===== src/rtl/pipe_stall_ctrl.sv =====
// Pipeline stall sequencer: load-use bubbles, data-cache miss stalls with a
// refill watchdog, run-start pipeline flush and a saturating stall counter.
module pipe_stall_ctrl #(
  parameter int unsigned TMO_W    = 8,
  parameter int unsigned RSTP_CYC = 2
) (
  input  logic        clk_i,
  input  logic        rst_ni,
  input  logic        cpu_run_i,
  input  logic        ld_use_hazard_ex_i,
  input  logic        dc_miss_ma_i,
  input  logic        dc_fill_done_i,
  output logic        stall_o,
  output logic        stall_dly_o,
  output logic        dc_stall_o,
  output logic        dc_stall_fin_o,
  output logic        rst_pipe_o,
  output logic        dc_timeout_o,
  output logic [31:0] stall_cycles_o
);

  typedef enum logic [2:0] {StIdle, StLdUse, StDcWait, StDcFin, StRstp} state_e;

  localparam logic [3:0] RstpLoad = 4'(RSTP_CYC - 1);

  state_e             state_q, state_d;
  logic               run_q;
  logic [3:0]         rstp_cnt_q, rstp_cnt_d;
  logic [TMO_W-1:0]   wdog_q, wdog_d;
  logic               timeout_q, timeout_d;
  logic               stall_dly_q, stall_dly_d;
  logic [31:0]        stall_cycles_q, stall_cycles_d;
  logic               stall, dc_stall, dc_stall_fin, rst_pipe;
  logic               run_rise;

  assign run_rise = cpu_run_i & ~run_q;

  always_comb begin
    state_d      = state_q;
    rstp_cnt_d   = rstp_cnt_q;
    wdog_d       = wdog_q;
    timeout_d    = timeout_q;
    stall        = 1'b0;
    dc_stall     = 1'b0;
    dc_stall_fin = 1'b0;
    rst_pipe     = 1'b0;

    unique case (state_q)
      // LDUSE shares the IDLE decode but ignores the load-use request.
      StIdle, StLdUse: begin
        if (dc_miss_ma_i) begin
          stall    = 1'b1;
          dc_stall = 1'b1;
          wdog_d   = '0;
          state_d  = StDcWait;
        end else if (ld_use_hazard_ex_i && (state_q == StIdle)) begin
          stall   = 1'b1;
          state_d = StLdUse;
        end else begin
          state_d = StIdle;
        end
      end
      StDcWait: begin
        stall    = 1'b1;
        dc_stall = 1'b1;
        wdog_d   = wdog_q + 1'b1;
        if (dc_fill_done_i) begin
          state_d = StDcFin;
        end else if (&wdog_q) begin
          timeout_d = 1'b1;
          state_d   = StDcFin;
        end
      end
      StDcFin: begin
        dc_stall     = 1'b1;
        dc_stall_fin = 1'b1;
        state_d      = StIdle;
      end
      StRstp: begin
        rst_pipe = 1'b1;
        if (rstp_cnt_q == 4'd0) begin
          state_d = StIdle;
        end else begin
          rstp_cnt_d = rstp_cnt_q - 4'd1;
        end
      end
      default: state_d = StIdle;
    endcase

    // A run start overrides whatever sequence is in flight.
    if (run_rise) begin
      state_d    = StRstp;
      rstp_cnt_d = RstpLoad;
      timeout_d  = 1'b0;
    end

    stall_dly_d = run_rise ? 1'b0 : stall;

    if (run_rise) begin
      stall_cycles_d = '0;
    end else if (stall && !(&stall_cycles_q)) begin
      stall_cycles_d = stall_cycles_q + 32'd1;
    end else begin
      stall_cycles_d = stall_cycles_q;
    end
  end

  always_ff @(posedge clk_i or negedge rst_ni) begin
    if (!rst_ni) begin
      state_q        <= StIdle;
      run_q          <= 1'b0;
      rstp_cnt_q     <= '0;
      wdog_q         <= '0;
      timeout_q      <= 1'b0;
      stall_dly_q    <= 1'b0;
      stall_cycles_q <= '0;
    end else begin
      state_q        <= state_d;
      run_q          <= cpu_run_i;
      rstp_cnt_q     <= rstp_cnt_d;
      wdog_q         <= wdog_d;
      timeout_q      <= timeout_d;
      stall_dly_q    <= stall_dly_d;
      stall_cycles_q <= stall_cycles_d;
    end
  end

  assign stall_o        = stall;
  assign dc_stall_o     = dc_stall;
  assign dc_stall_fin_o = dc_stall_fin;
  assign rst_pipe_o     = rst_pipe;
  assign stall_dly_o    = stall_dly_q;
  assign dc_timeout_o   = timeout_q;
  assign stall_cycles_o = stall_cycles_q;

endmodule


===== config.mk =====
export PLATFORM = sky130hd
export DESIGN_NAME = pipe_stall_ctrl
export DESIGN_NICKNAME = d
export VERILOG_FILES = /design/src/rtl/pipe_stall_ctrl.sv
export SDC_FILE = /design/constraint.sdc
export NUM_CORES = 1
export LEC_CHECK = 0
export ABC_AREA = 1
export CORE_UTILIZATION = 30
export CTS_BUF_LIST = sky130_fd_sc_hd__clkbuf_4 sky130_fd_sc_hd__clkbuf_8
export CTS_CLUSTER_DIAMETER = 100
export DETAILED_ROUTE_END_ITERATION = 10
export PLACE_DENSITY = 0.58
export SYNTH_ARGS = -nofsm -noshare
export SYNTH_HDL_FRONTEND = slang
export SYNTH_SLANG_ARGS = --single-unit

===== constraint.sdc =====
create_clock -name clk_i -period 5.1 [get_ports clk_i]
set_input_delay 1.275 -clock clk_i [delete_from_list [all_inputs] [get_ports clk_i]]
set_output_delay 1.275 -clock clk_i [all_outputs]
set_load 0.1 [all_outputs]

==> key figures <==
Finish
  – Most frequent cells in the layout: nand2_1 (173), nor2_1 (73), dfrtp_1 (50)
  – P&R area growth vs syn: 21.5%
  – NumNets Final: 509
  – Post-layout util: 38.2%
  – Commonest non-fill, non-tap cell in the layout: nand2_1
  – Share of layout cells above drive strength 1: under 10%
  – Diodes inserted: 0
  – Fillers: ~1100

Clock network
  – Clk buf depth: 2
  – Worst-Skew Late Latency: about 0.32 ns
  – H-Tree Level Count: 2
  – CTS Root Cell: clkbuf_8
  – Num Clock Sinks: 50
  – CTS buffer count: 5
  – CTS tree: yes
  – Worst-path clk slew: ~0.090 ns
  – CTS Hold Buffers Added: 0
  – Post-cts sizing count: 0
  – # Post-CTS Setup Buffers: 0

Setup path
  – Reg2reg end: stall_cycles_o[5]
  – R2r worst-path depth: 8
  – Buffers & Inverters on Critical Path: 3
  – Cell family with most CP delay: buffers and inverters
  – Critical path endpoint category: output pin
  – Crit Path Max Fanout: 9
  – WP data required: ~3.8 ns
  – CP max-delay cell: clkdlybuf4s50_1
  – Worst r2r src: stall_cycles_o[0]
  – Crit-path cells: clkdlybuf4s50_1 -> inv_1 -> nand2_1 -> nand3_2 -> nand2_2 -> buf_4
  – Worst EP arrival: approximately 2.6 ns
  – Startpoint Class: primary input
  – Reg2reg setup slack: 2.88 ns
  – CP peak stage delay: 0.47 ns
  – Critical path class: in -> out

Global routing
  – GRT Residual Overflow: 0
  – Antenna violations before repair: 0
  – Number of global-route vias before repair: ~2900
  – Total GRT Usage: between 10% and 20%
  – Largest net degree at the start of global routing: between 50 and 60
  – Global-route wire length before repair: ~14000 microns

Power
  – Max IR drop VDD: slightly below 0.0002 V
  – Clock Power Share: about a fifth
  – P_sw: 0.708 mW
  – Internal Power: approximately 0.74 mW
  – Pwr Density: roughly 380 nW/um^2
  – Comb power frac: between 40% and 50%
  – Switching Share: between 40 and 50%
  – Leakage: around 1.7 nW
  – Flop pwr share: around a third

Placement
  – Post-DP HPWL: between 5000 and 6000 microns
  – Port bufs: 43
  – Gpl congestion: 0.841

Hold path
  – Hold Startpoint: rstp_cnt_q[3]
  – Hold path depth: 1
  – Hold endpoint: rstp_cnt_q[3]
  – Hold WC Path Type: reg -> reg

STA
  – Clock period minus worst slack: 3.86 ns
  – Pins Over Slew Limit: 0
  – Final hold vios: 0
  – FMAX: 259 MHz
  – Setup Skew: between 0.01 and 0.015 ns
  – Worst slew pin tran: 1.08 ns
  – Slew HR: between 20% and 30%
  – RSZ-0062 raised after global routing: false
  – Final setup violation count: 0
  – Final TNS setup: 0 ns
  – Hold WS: approximately 0.48 ns
  – Final Cycle Share: approximately three quarters

Detailed routing
  – Total number of vias: 3013
  – DR WL/cell: about 13 microns
  – First-pass DRT Iterations: 5
  – Via-to-Cell Ratio: 4.76
  – Initial drt markers: 153
  – Antenna Nets Post-Route: 0
  – Final Routed Wirelength: roughly 8000 microns
  – DRC: 0

Yosys
  – Post-synthesis register bit count: 50
  – Cell variety after synth: 32
  – Synth Cell Area: between 3000 and 4000 sq um
  – Syn_nets: 465
  – Sequential share of the synthesized area: 40.2%
  – Syn Area/Cell: 6.85 sq um
  – Synth Instances: ~460
  – YS warnings: 0
  – Top cell type's share of synthesized area: 40.2%
  – Cell taking the most area after synthesis: dfrtp_1
  – Synth top area cells: dfrtp_1 (40%), nand2_1 (21%), nor2_1 (8.8%)

Flow run
  – MaxCap Viol Count: 0

Status
  – Status: finished clean

Floorplanning
  – Full die area: approximately 11000 sq um
  – IO Pins: 44
  – Chip height: just over 100 microns
  – Die X: 104 microns
  – Initial core utilization: 31.4%
  – Num rows: 36
  – CORE AREA: about 9900 sq um
## sequential cells by signal, indices dropped and copies added (netlist names)
| name | flops |
|---|---|
| stall_cycles_o | 32 |
| wdog_q | 8 |
| rstp_cnt_q | 4 |
| state_q | 3 |
| dc_timeout_o | 1 |
| run_q | 1 |
| stall_dly_o | 1 |
## worst max path at each step
| stage | cells past startpoint | slack, ns | from | end |
|---|---|---|---|---|
| floorplan | 2 | 1.03 | dc_miss_ma_i | dc_stall_o |
| global placement | 6 | 1.30 | dc_miss_ma_i | stall_o |
| detailed placement | 6 | 1.25 | dc_miss_ma_i | stall_o |
| CTS | 6 | 1.25 | dc_miss_ma_i | stall_o |
| global route | 6 | 1.18 | dc_miss_ma_i | stall_o |
| finish | 6 | 1.24 | dc_miss_ma_i | stall_o |
## synth_stat cells, drive strengths merged
cell      n
a22o      1
nor3      3
or2       5
dfrtp    50
o21ai    10
nand3    28
nor2     77
clkinv    1
clkbuf    4
o21bai    2
buf       4
o31ai     2
inv      41
o22ai     4
xor2      6
and3      1
nand2   179
ha        4
nand3b    5
xnor2     3
a21oi     4
nand4    20
nor3b     1
## layout make-up
class	instances	area (sq um)	share of cell area [%]
flip-flops and latches	50	1250	33.0
clock buffers	5	68.8	1.82
clock inverters	3	47.5	1.26
well taps	133	166	4.40
multi-input cells	355	1650	43.7
repair buffers	45	435	11.5
inverters	42	163	4.30
## metal layers
metal  vias up  GRT usage [%]  share of wire, %  wire length [microns]
met5         -              0                 0                      0
met4         0           4.59               1.1                     92
met3         5           2.88               3.5                    290
met2        58           26.0                45                   3690
met1      1412           21.7                50                   4110
li1       1538              -                 -                      -
## cells by family (layout without fill, tap and decap cells)
group,after synthesis,after routing,synth area share [%]
compound gates,23,23,4.42
xor+xnor,9,9,2.53
fa+ha+maj,4,4,1.61
simple gates,319,319,44.5
buf+inv,50,95,6.75
flops,50,50,40.2
## power groups by stage
stage	sequential [mW]	combinational [mW]	clock, mW
after detailed placement	0.513	0.650	0
after CTS	0.505	0.652	0.308
after floorplan	0.656	0.362	0
after global placement	0.513	0.641	0
after global routing	0.513	0.697	0.324
final	0.506	0.647	0.298
## per-stage QoR
step / setup slack [ns] / cell area, sq um / total power, mW / std cells
3_5_place_dp: 1.25 / 3670 / 1.16 / 625
6_report: 1.24 / 3790 / 1.45 / 633
2_1_floorplan: 1.03 / 3120 / 1.02 / 455
5_1_grt: 1.18 / 3790 / 1.53 / 633
3_3_place_gp: 1.30 / 3670 / 1.15 / 625
4_1_cts: 1.25 / 3790 / 1.47 / 633
No activity file was read; power rests on OpenSTA's default activity.
